`src/rtl/tse_reset_sequencer.sv`:
```
// Host-clock reset sequencer: request, wait for all domain acks, hold, release, wait for acks to clear.
// Optional macro TSE_RST_SEQ_ACK_MASK_EN adds dom_ack_mask to exclude domains from the ack checks.
module tse_reset_sequencer #(
  parameter int NUM_DOMAINS    = 4,
  parameter int HOLD_CYCLES    = 16,
  parameter int TIMEOUT_CYCLES = 1024,
  parameter int CNT_W          = 11
) (
  input  logic                   hclk,
  input  logic                   hresetn,
  input  logic                   sw_rst_req,
  input  logic [NUM_DOMAINS-1:0] dom_rst_ack,
`ifdef TSE_RST_SEQ_ACK_MASK_EN
  input  logic [NUM_DOMAINS-1:0] dom_ack_mask,
`endif
  output logic                   mac_rst_req,
  output logic                   rst_busy,
  output logic                   rst_done,
  output logic                   rst_timeout,
  output logic [NUM_DOMAINS-1:0] dom_ack_sync
);

  localparam logic [CNT_W-1:0] HOLD_LAST = CNT_W'(HOLD_CYCLES - 1);
  localparam logic [CNT_W-1:0] TMO_LAST  = CNT_W'(TIMEOUT_CYCLES - 1);

  typedef enum logic [2:0] {
    IDLE,
    WAIT_ASSERT,
    HOLD,
    WAIT_RELEASE,
    DONE
  } state_t;

  state_t                   state_q;
  state_t                   state_nxt;
  logic [CNT_W-1:0]         cnt_q;
  logic [CNT_W-1:0]         cnt_nxt;
  logic                     mac_nxt;
  logic                     busy_nxt;
  logic                     done_nxt;
  logic                     to_nxt;
  logic [NUM_DOMAINS-1:0]   ack_meta_p0;
  logic [NUM_DOMAINS-1:0]   ack_sync_p1;
  logic [NUM_DOMAINS-1:0]   ack_hi_view;
  logic [NUM_DOMAINS-1:0]   ack_lo_view;
  logic                     all_hi;
  logic                     all_lo;

  // Stage p0/p1: two-flop synchronizer for the asynchronous domain acks
  always_ff @(posedge hclk) begin
    if (!hresetn) begin
      ack_meta_p0 <= '0;
      ack_sync_p1 <= '0;
    end else begin
      ack_meta_p0 <= dom_rst_ack;
      ack_sync_p1 <= ack_meta_p0;
    end
  end

  assign dom_ack_sync = ack_sync_p1;

`ifdef TSE_RST_SEQ_ACK_MASK_EN
  // A masked domain reads as "in reset" for entry and "out of reset" for exit.
  assign ack_hi_view = ack_sync_p1 | dom_ack_mask;
  assign ack_lo_view = ack_sync_p1 & ~dom_ack_mask;
`else
  assign ack_hi_view = ack_sync_p1;
  assign ack_lo_view = ack_sync_p1;
`endif

  assign all_hi = &ack_hi_view;
  assign all_lo = ~|ack_lo_view;

  always_comb begin
    state_nxt = state_q;
    cnt_nxt   = cnt_q;
    mac_nxt   = mac_rst_req;
    to_nxt    = rst_timeout;
    done_nxt  = 1'b0;
    unique case (state_q)
      IDLE: begin
        if (sw_rst_req) begin
          state_nxt = WAIT_ASSERT;
          mac_nxt   = 1'b1;
          to_nxt    = 1'b0;
          cnt_nxt   = '0;
        end
      end
      WAIT_ASSERT: begin
        if (all_hi) begin
          state_nxt = HOLD;
          cnt_nxt   = '0;
        end else if (cnt_q == TMO_LAST) begin
          state_nxt = IDLE;
          mac_nxt   = 1'b0;
          to_nxt    = 1'b1;
        end else begin
          cnt_nxt = cnt_q + CNT_W'(1);
        end
      end
      HOLD: begin
        if (cnt_q == HOLD_LAST) begin
          state_nxt = WAIT_RELEASE;
          mac_nxt   = 1'b0;
          cnt_nxt   = '0;
        end else begin
          cnt_nxt = cnt_q + CNT_W'(1);
        end
      end
      WAIT_RELEASE: begin
        if (all_lo) begin
          state_nxt = DONE;
          done_nxt  = 1'b1;
        end else if (cnt_q == TMO_LAST) begin
          state_nxt = IDLE;
          to_nxt    = 1'b1;
        end else begin
          cnt_nxt = cnt_q + CNT_W'(1);
        end
      end
      DONE: begin
        state_nxt = IDLE;
      end
      default: begin
        state_nxt = IDLE;
        mac_nxt   = 1'b0;
      end
    endcase
    busy_nxt = (state_nxt != IDLE);
  end

  // Stage p1 -> outputs: all status is registered off the next-state decode
  always_ff @(posedge hclk) begin
    if (!hresetn) begin
      state_q     <= IDLE;
      cnt_q       <= '0;
      mac_rst_req <= 1'b0;
      rst_busy    <= 1'b0;
      rst_done    <= 1'b0;
      rst_timeout <= 1'b0;
    end else begin
      state_q     <= state_nxt;
      cnt_q       <= cnt_nxt;
      mac_rst_req <= mac_nxt;
      rst_busy    <= busy_nxt;
      rst_done    <= done_nxt;
      rst_timeout <= to_nxt;
    end
  end

endmodule

```
`config.mk`:
```
export PLATFORM = sky130hd
export DESIGN_NAME = tse_reset_sequencer
export DESIGN_NICKNAME = d
export VERILOG_FILES = /design/src/rtl/tse_reset_sequencer.sv
export SDC_FILE = /design/constraint.sdc
export NUM_CORES = 1
export LEC_CHECK = 0
export ABC_AREA = 0
export BUFFER_PORTS_ARGS = -buffer_cell sky130_fd_sc_hd__buf_4
export CAP_MARGIN = 20
export CELL_PAD_IN_SITES_DETAIL_PLACEMENT = 1
export CELL_PAD_IN_SITES_GLOBAL_PLACEMENT = 2
export CORE_UTILIZATION = 30
export CTS_CLUSTER_DIAMETER = 60
export CTS_CLUSTER_SIZE = 30
export DETAILED_ROUTE_END_ITERATION = 6
export HOLD_SLACK_MARGIN = 0.12
export PLACE_DENSITY_LB_ADDON = 0.1
export SLEW_MARGIN = 15
export SYNTH_ARGS = -nofsm -noshare
export SYNTH_HDL_FRONTEND = slang
export SYNTH_SLANG_ARGS = --single-unit
```
`constraint.sdc`:
```
create_clock -name hclk -period 4.05 [get_ports hclk]
set_input_delay 0.405 -clock hclk [delete_from_list [all_inputs] [get_ports hclk]]
set_output_delay 0.405 -clock hclk [all_outputs]
set_load 0.005 [all_outputs]
```
==> out/results.ini <==
[outcome]
status = completed

[sta]
setup_viol = 0
period_needed_ns = 2.15
finalHoldViolations = 0
finalSetupTns_ns = 0
slew_violations = 0
period_share = 0.531
worstMarginPinSlew_ns = 0.604
rsz0062_at_grt = no
fmax_mhz = 465
relSlewSlack = 0.592
skew_ns = 0.00104

[finish]
postLayoutCoreUtil = 0.372
layout_common_cells = dfxtp_1, buf_4, a21oi_1
syn2layout_area_growth_pct = 15.8
drive_gt1_frac = 0.146
final_common_cell = dfxtp_1
nNetsFinal = 161
diodes = 0

[critical_path]
cp-end-kind = flop
worstSetupPathType = flop to flop
critPathMaxStageDelay_ns = 0.61
critPathCapture = cnt_q[10]
reg2reg_slack_ns = 1.90
reg2regPathDepth = 5
critical_path.max_fanout = 13
crit_top_cell = or3b_1
r2r_start = state_q[1]
cp_cell_sequence = nor3_1 > a311oi_2 > or3b_1 > or3b_1 > a21oi_1
critPathBufInv = 0
startpoint = state_q[1]
cp-start-kind = flop
path_delay_family = simple AND/OR/NAND/NOR gates
slowest_stage = dfxtp_1
cp.required_ns = 4.25
timing.rr.end = cnt_q[10]
cp.arrival_ns = 2.35
crit_cells = 5

[cts]
hold_buffers = 0
cts_inserted_buffers = 3
insertion_delay_ns = 0.27
clockBufferDepth = 2
clk_transition_reported_paths_ns = 0.09
cts_setup_buffers = 0
cts_sinks = 26
tritoncts = yes
cts_resized = 0
htree_levels = 1
clock-root-buffer = clkbuf_8

[yosys]
synth_cells = 138
synth_area_per_cell_um2 = 8.71
ys_seq_area_frac = 0.433
synth_flop_cell = dfxtp_1
syn_nets = 146
synth_edf_count = 0
yosysWarnings = 0
synthDistinctLibCells = 42
async_reset_ff_frac = 0
syn_area_mm2 = 0.00120
ys_seq_elements = 26

[run]
timing.max_cap.violations = 0

[floorplanning]
dieArea_mm2 = 0.00427
core_mm2 = 0.00374
start_util = 0.321
rows = 22
die_h_um = 65.3
io_pins = 15
die_x_um = 65.3

[drt]
vias = 1080
ant_nets = 0
drt_iter0_markers = 48
drt-total-wl_mm = 3.07
wl_per_cell_um = 15.4
drt-pass1-iter-count = 3
route.detailed.drc = 0
vias_per_cell = 5.43

[min_path]
hold_path_class = primary input to flop

[placed_design]
dp_hpwl_mm = 2.31
numPortBuffers = 14
gp_congestion = 0.808

[global_routing]
grt_antenna_before_repair = 0
grt_max_degree = 17
grt_overflow = 0
grt_use_total = 0.166
grt_pass1_wl_mm = 5.35
grt_pass1_vias = 1128

[power]
p_per_area_mw_per_mm2 = 331
finalPower_uw = 461
p_leak_nw = 0.511
peakVddDrop_mv = 0.143

## layer usage
metal	share of wire	global-route usage	wire (µm)
met2	0.50	0.294	1540
met3	0.021	0.0365	64
met1	0.47	0.198	1430
met5	0	0	0
met4	0.0078	0.0489	24
## synthesized netlist by cell type (3+ instances only)
cell type,instances,share of area
and2_1,9,0.047
o21ai_1,3,0.012
dfxtp_1,26,0.43
o21ai_0,9,0.037
inv_1,6,0.019
nand2_1,11,0.034
nor2_1,6,0.019
clkbuf_1,3,0.0094
a21oi_1,13,0.054
nand3_1,4,0.017
nor3_1,7,0.029
o22ai_1,3,0.016
## sequential cells by signal, indices dropped and copies added, names as in the netlist
signal and count:
cnt_q 11, ack_meta_p0 4, dom_ack_sync 4, state_q 3
mac_rst_req 1, rst_busy 1, rst_done 1, rst_timeout 1
## how the worst min path moves through the flow
stage | slack, ns | end | depth (start not counted) | start
floorplan | 0.41 | dom_ack_sync[0] | 1 | ack_meta_p0[0]
detailed placement | 0.43 | dom_ack_sync[2] | 1 | ack_meta_p0[2]
CTS | 0.33 | ack_meta_p0[2] | 2 | dom_rst_ack[2]
global placement | 0.41 | dom_ack_sync[2] | 1 | ack_meta_p0[2]
finish | 0.34 | ack_meta_p0[2] | 2 | dom_rst_ack[2]
global route | 0.34 | ack_meta_p0[3] | 2 | dom_rst_ack[3]
## worst reg2reg max path: stages (launching register included)
cell,delay [ns]
dfxtp_1,0.61
nor3_1,0.13
a311oi_2,0.39
or3b_1,0.40
or3b_1,0.39
a21oi_1,0.16
## metrics by stage
stage                     hold WS, ns  setup slack, ns  std cells  area, µm²
after CTS                       0.334             1.91        199       1390
final                           0.338             1.90        199       1390
after floorplan                 0.412             2.24        138       1200
after global placement          0.415             2.01        196       1350
after detailed placement        0.425             1.93        196       1350
after global routing            0.337             1.77        199       1390
## where the power goes
group | internal (mW) | switching [mW]
clock network | 0.0667 | 0.0790
registers | 0.263 | 0.00664
logic | 0.0219 | 0.0242
total | 0.352 | 0.110
## cell families (layout without fill, tap and decap cells)
family                   count (synthesis)  in the layout  synth area share
AO/OA/AOI/OAI                           41             41             0.234
adder cells (fa/ha/maj)                  1              1            0.0104
buffers and inverters                   10             23            0.0323
flip-flops                              26             26             0.433
multiplexers                             1              1           0.00832
AND/OR/NAND/NOR                         59             59             0.282
## final cells by class
class                      count  area, µm²
sequential                    26        520
multi-input combinational    102        643
tap                           48       60.1
clock buffer                   3       41.3
fill                         468       2350
inverter                       6       22.5
timing repair buffer          14        105
(Power assumes the default switching activity.)
